### config.mk
export PLATFORM = sky130hd
export DESIGN_NAME = mem_dump_reader
export DESIGN_NICKNAME = d
export VERILOG_FILES = /design/src/rtl/mem_dump_reader.sv
export SDC_FILE = /design/constraint.sdc
export NUM_CORES = 1
export LEC_CHECK = 0
export ABC_AREA = 0
export CAP_MARGIN = 20
export CORE_UTILIZATION = 48
export DETAILED_ROUTE_END_ITERATION = 8
export HOLD_SLACK_MARGIN = 0.05
export PLACE_DENSITY_LB_ADDON = 0.15
export SKIP_LAST_GASP = 1
export SYNTH_ARGS = -nofsm -noshare
export SYNTH_HDL_FRONTEND = slang
export SYNTH_SLANG_ARGS = --single-unit
export TNS_END_PERCENT = 5
### constraint.sdc
create_clock -name i_clock -period 2.25 [get_ports i_clock]
set_input_delay 0.225 -clock i_clock [delete_from_list [all_inputs] [get_ports i_clock]]
set_output_delay 0.225 -clock i_clock [all_outputs]
set_load 0.05 [all_outputs]
### src/rtl/mem_dump_reader.sv
// Debug memory dump reader: walks data-memory words 0..DEPTH-1 and streams
// each word MSB byte first over a valid/ready byte interface.
module mem_dump_reader #(
    parameter int DATA_WIDTH = 32,
    parameter int DEPTH      = 32
) (
    input  logic                  i_clock,
    input  logic                  i_reset_n,
    input  logic                  i_start,
    output logic [DATA_WIDTH-1:0] o_address,
    output logic                  o_memread,
    output logic                  o_memwrite,
    input  logic [DATA_WIDTH-1:0] i_dataread,
    output logic [7:0]            o_tx_data,
    output logic                  o_tx_valid,
    input  logic                  i_tx_ready,
    output logic                  o_busy,
    output logic                  o_done
);

    localparam int BYTES = DATA_WIDTH / 8;
    localparam int CNT_W = (BYTES > 1) ? $clog2(BYTES) : 1;
    localparam int IDX_W = (DEPTH > 1) ? $clog2(DEPTH) : 1;
    localparam logic [CNT_W-1:0] CNT_LAST = CNT_W'(BYTES - 1);
    localparam logic [IDX_W-1:0] IDX_LAST = IDX_W'(DEPTH - 1);

    typedef enum logic [2:0] {
        IDLE  = 3'd0,
        READ  = 3'd1,
        LATCH = 3'd2,
        SEND  = 3'd3,
        DONE  = 3'd4
    } state_t;

    state_t                  state_r, state_s;
    logic [IDX_W-1:0]        idx_r, idx_s;
    logic [CNT_W-1:0]        cnt_r, cnt_s;
    logic [DATA_WIDTH-1:0]   word_r, word_s, word_shift_s;
    logic [DATA_WIDTH-1:0]   addr_r, addr_s;
    logic                    memread_r, memread_s;
    logic [7:0]              tx_data_r, tx_data_s;
    logic                    tx_valid_r, tx_valid_s;
    logic                    busy_r, busy_s;
    logic                    done_r, done_s;

    // Next-state and next-output logic for the dump sequencer
    always_comb begin
        state_s      = state_r;
        idx_s        = idx_r;
        cnt_s        = cnt_r;
        word_s       = word_r;
        addr_s       = addr_r;
        memread_s    = memread_r;
        tx_data_s    = tx_data_r;
        tx_valid_s   = tx_valid_r;
        busy_s       = busy_r;
        done_s       = 1'b0;
        word_shift_s = word_r << 4'd8;
        case (state_r)
            IDLE: begin
                if (i_start) begin
                    state_s   = READ;
                    idx_s     = '0;
                    addr_s    = '0;
                    memread_s = 1'b1;
                    busy_s    = 1'b1;
                end else begin
                    state_s = IDLE;
                end
            end
            READ: begin
                state_s = LATCH;
            end
            LATCH: begin
                word_s     = i_dataread;
                memread_s  = 1'b0;
                tx_data_s  = i_dataread[DATA_WIDTH-1 -: 8];
                tx_valid_s = 1'b1;
                cnt_s      = '0;
                state_s    = SEND;
            end
            SEND: begin
                if (tx_valid_r && i_tx_ready) begin
                    if (cnt_r == CNT_LAST) begin
                        tx_valid_s = 1'b0;
                        if (idx_r != IDX_LAST) begin
                            idx_s     = idx_r + IDX_W'(1);
                            addr_s    = DATA_WIDTH'(idx_r + IDX_W'(1));
                            memread_s = 1'b1;
                            state_s   = READ;
                        end else begin
                            done_s  = 1'b1;
                            state_s = DONE;
                        end
                    end else begin
                        // Word register shifts so the next lower byte is always at the top
                        cnt_s     = cnt_r + CNT_W'(1);
                        word_s    = word_shift_s;
                        tx_data_s = word_shift_s[DATA_WIDTH-1 -: 8];
                    end
                end else begin
                    state_s = SEND;
                end
            end
            DONE: begin
                busy_s  = 1'b0;
                addr_s  = '0;
                state_s = IDLE;
            end
            default: begin
                state_s    = IDLE;
                memread_s  = 1'b0;
                tx_valid_s = 1'b0;
                busy_s     = 1'b0;
                addr_s     = '0;
            end
        endcase
    end

    // State and registered-output update
    always_ff @(posedge i_clock or negedge i_reset_n) begin
        if (!i_reset_n) begin
            state_r    <= IDLE;
            idx_r      <= '0;
            cnt_r      <= '0;
            word_r     <= '0;
            addr_r     <= '0;
            memread_r  <= 1'b0;
            tx_data_r  <= 8'h00;
            tx_valid_r <= 1'b0;
            busy_r     <= 1'b0;
            done_r     <= 1'b0;
        end else begin
            state_r    <= state_s;
            idx_r      <= idx_s;
            cnt_r      <= cnt_s;
            word_r     <= word_s;
            addr_r     <= addr_s;
            memread_r  <= memread_s;
            tx_data_r  <= tx_data_s;
            tx_valid_r <= tx_valid_s;
            busy_r     <= busy_s;
            done_r     <= done_s;
        end
    end

    assign o_address  = addr_r;
    assign o_memread  = memread_r;
    assign o_memwrite = 1'b0;
    assign o_tx_data  = tx_data_r;
    assign o_tx_valid = tx_valid_r;
    assign o_busy     = busy_r;
    assign o_done     = done_r;

endmodule

* Word level (Yosys, flattened, before mapping) *
Cells that the tools add are included.

cells by class
  multipliers = 0
  $add $sub $neg = 3
  shift-type cells = 0
  order comparisons = 0
  bitwise logic cells = 4
  reductions and logical operators = 14
  multiplexer cells = 37
  divide/modulo/power cells = 0
  equality and inequality tests = 12

operator list
  cell                 count
  $mux 32              4
  $pmux 32 s3          1
  $mux 24              2
  $pmux 24 s2          1
  $mux 5               4
  $mux 8               2
  $pmux 8 s2           1
  $reduce_and 5->1     3
  $pmux 3 s4           1
  $mux 1               11
  $ne 2x2->1 const B   5
  $pmux 5 s2           1
  $mux 3               3
  $add 5x1->6 const B  1
  $eq 3x2->1 const B   2
  $pmux 1 s3           2
  $reduce_and 3->1     2
  $reduce_or 3->1      2
  $add 5x1->5 const B  1
  $ne 5x5->1 const B   1
  $mux 2               2
  $not 1->1            4
  $pmux 2 s2           1
  $reduce_bool 2->1    2
  other kinds (10)     11

storage, ports and cells
  memories = 0
  ROM bits = 0
  RAM bits = 0
  bits in latches = 0
  register bits after elaboration = 78
  input port bits = 36
  word-level logic and storage cells = 80
  output and inout bits = 45

* Depth between registers and ports, before layout *
  depth after elaboration = 5
  gate-level depth with buffers = 6
  mapped depth without buffers = 6

* Least setup slack after synthesis *
Ideal clock, no wire load.

  kind = register to register
  from = reg idx_r[0]
  to = reg idx_r[1]
  setup slack = 0.240 ns
  clock period less this slack = 2.010 ns
  cell stages (with the launch flop) = 7
  arrival = 1.885 ns
  setup time = 0.125 ns
  data required time = 2.125 ns
  path buffers = 0
  cells stage by stage = dfrtp_1 > ha_1 > and3_1 > ha_1 > and4bb_2 > a22o_1 > mux2_2

between the ends
  longest elaborated chain between the ends = 5
  elaborated cells between the ends (all ways) = 8
  those cells by class = add/sub: 1; eq/ne: 2; mux: 4; reduce/logical: 1

RTL lines
  element                 RTL line  RTL
  from (decl)             36        logic [IDX_W-1:0] idx_r, idx_s;
  from (signal assigned)  135       idx_r <= idx_s;
  $add 5x1->5             87        idx_s = idx_r + IDX_W'(1);
  $mux 5                  86        if (idx_r != IDX_LAST) begin
  $mux 5                  84        if (cnt_r == CNT_LAST) begin
  $mux 5                  83        if (tx_valid_r && i_tx_ready) begin
  $pmux 5 s2              59        case (state_r)

Parallel ways exist; a longest one is shown, timed or not. The select of a mux whose other input is x is not followed.
A chain may end at the register's enable or synchronous reset.

* Final worst setup path *
Ends and elaborated chain as after synthesis.

==> results.tsv <==
stage	metric	value	unit
critical_path	crit_arrival	2300	ps
power_and_ir_drop	p_per_area	1160	nW/um2
drt	drt-total-wl	4.82	mm
final_layout	n_antenna_cell	0	
power_and_ir_drop	swShare	38.1	%
yosys	synthMostInstantiatedCell	dfrtp_1	
final_layout	utilization	61.2	%
power_and_ir_drop	p_seq_share	35.9	%
floorplanning	core	5570	um2
yosys	netlist_instances	213	
critical_path	endpoint_kind	register	
yosys	syn_area	2810	um2
global_routing	grt_pass1_vias	1681	
yosys	synth-edff-count	0	
drt	detail_route.wl_per_cell	14.1	um
floorplanning	boundaryPins	81	
timing	hold_viol	0	
final_layout	layout.cells.non_filler	341	
cts	cts_tree	built	
cts	post-cts-setup-buffer-count	0	
yosys	ys_types	41	
power_and_ir_drop	pwr-share-comb	51.7	%
timing	setup_violations	0	
cts	cts.reportedPaths.clkPinSlew	90	ps
yosys	synth_seq_area_share	46.3	%
drt	drtIter0Drc	78	
critical_path	worstPathRequired	2440	ps
power_and_ir_drop	switchingPower	1510	uW
flow_run	maxCapViolCount	0	
global_routing	antenna_found_initial	0	
final_layout	nNetsFinal	308	
global_routing	grt_max_degree	53	
timing	worstMarginPinSlew	657	ps
drt	antenna_left	0	
cts	root_buffer	clkbuf_8	
yosys	ys_ff_latch	52	
yosys	synthArstFlopShare	100	%
final_layout	design_area	3410	um2
yosys	ys.flop_type	dfrtp_1	
yosys	ys_warn_count	0	
timing	slew_headroom	56.2	%
timing	fin_skew	8.29	ps
cts	cts_sinks	52	
placed_design	post-dp-hpwl	3.43	mm
final_layout	final_layout_size_suffix_gt1_share	24.5	%
floorplanning	num_rows	27	
power_and_ir_drop	ir_worst_vdd	0.000592	V
power_and_ir_drop	intPower	2450	uW
critical_path	path_max_fanout	5	
timing	period_needed	2120	ps
drt	vias	1733	
floorplanning	die-area	6160	um2
global_routing	overflow	0	
placed_design	gp_congestion	0.797	
drt	dr.pass1.iters	4	
power_and_ir_drop	clkPwrFrac	12.5	%
yosys	avgSynthCellArea	13.2	um2
placed_design	port_buffers	53	
floorplanning	initial_utilization	50.4	%
floorplanning	die_x	78.5	um
drt	drc	0	
cts	h-tree-depth	2	
floorplanning	die_y	78.5	um
cts	cts_made_buffers	5	
yosys	ys_top_cells_by_area	dfrtp_1 (46%), mux2_4 (15%), buf_4 (8.0%), mux2_2 (7.2%), a22o_1 (3.1%)	
drt	routed_via_density	5.08	
placed_design	dp_cells	334	
run_status	status	finished clean	
global_routing	grt_pass1_wl	8.08	mm
final_layout	areaGrowthSynthToFinish	21.5	%
cts	clock_latency	290	ps
power_and_ir_drop	leakagePower	0.00166	uW
yosys	yosys.area.top_type_share	46.3	%
cts	clockBufferDepth	2	
timing	tns	0	ps
final_layout	fillCellCount	456	
timing	rsz0062_at_grt	no	
placed_design	dpl_cell_area	3330	um2
yosys	synth.top_cells.by_count	dfrtp_1 (52), buf_4 (30), mux2_4 (28), mux2_2 (18), a22o_1 (10)	
timing	slew_violations	0	
global_routing	grt.total_usage	16.8	%
critical_path	startpoint_type	register	
critical_path	path_class	register to register	
yosys	synth_top_cell_by_area	dfrtp_1	
timing	finalCritPeriodShare	94.0	%
timing	max_freq	473	MHz
min_path	hold_path.class	input port to asynchronous set/reset pin	
==> power by group through the flow <==
stage	sequential [uW]	clock [uW]	combinational, uW
floorplan	1750	0	1270
global placement	1430	0	2020
detailed placement	1440	0	2060
CTS	1420	517	2070
global route	1460	559	2170
finish	1420	493	2050
==> timing repair <==
action,4_1_cts,5_1_grt
endpoints found under the setup margin,0,2
hold buffers,0,0
resized for setup,0,1
==> per-layer routing <==
metal / vias to the layer above / global-route usage (%) / part of all wire (%)
met2: 60 / 25.8 / 45
met4: 0 / 4.81 / 0.48
met1: 840 / 23.6 / 49
met3: 2 / 4.07 / 4.8
met5: - / 0 / 0
li1: 831 / - / -
==> flip-flops by register name (all words and copies together), names as in the netlist <==
register / cells
state_r: 3
word_r: 24
o_tx_data: 8
o_address: 6
idx_r: 5
cnt_r: 2
o_busy: 1
o_tx_valid: 1
o_memread: 1
o_done: 1
==> kinds of logic (layout without fill, tap and decap cells) <==
logic type      count (synthesis)  count (layout)  share of synthesized area (%)
compound gates                 32              32                           9.58
xor+xnor                        2               2                          0.624
fa+ha+maj                       3               3                           1.34
buf+inv                        40              70                           10.2
flops                          52              52                           46.3
mux                            54              54                           25.3
other cells                     1              27                          0.134
simple gates                   29              29                           6.46
==> final cells by class <==
cell class	instances	area [um2]	share of cell area, %
clock buffer	6	72.6	2.13
clock inverter	1	5.00	0.147
inverter	4	15.0	0.440
multi-input combinational	147	1330	39.1
sequential	52	1300	38.1
tap	72	90.1	2.64
timing repair buffer	59	596	17.4
==> worst paths after layout <==
path	to	slack, ps	from	depth (start not counted)
max in group asynchronous	word_r[8]	1770	i_reset_n	2
max reg2reg	idx_r[1]	130	idx_r[0]	6
max	idx_r[1]	130	idx_r[0]	6
min	o_address[2]	40	i_reset_n	2
min in group i_clock	state_r[1]	490	state_r[2]	1
min reg2reg	state_r[1]	490	state_r[2]	1
==> critical path, cell delays in order (launching register included) <==
cell	delay, ps
dfrtp_1	440
ha_1	270
and3_1	200
ha_1	230
and4bb_2	370
a22o_4	180
mux2_2	330
==> per-stage QoR <==
stage	power (uW)	hold slack (ps)	worst slack, ps
after floorplan	3010	-70.6	240
after global placement	3450	387	158
after detailed placement	3490	389	64.0
after CTS	4000	59.2	44.5
after global routing	4190	96.9	42.5
final	3960	42.9	135
==> layout by cell type, fill, tap and decap left out, types with 5 or more instances in the layout <==
master / instances
o2bb2ai_1: 6
nor2_1: 6
conb_1: 27
dfrtp_1: 52
mux2_4: 28
mux2_1: 6
a22o_1: 9
mux2_2: 18
clkdlybuf4s50_1: 52
clkbuf_8: 5
No activity file was read; power rests on OpenSTA's default activity.
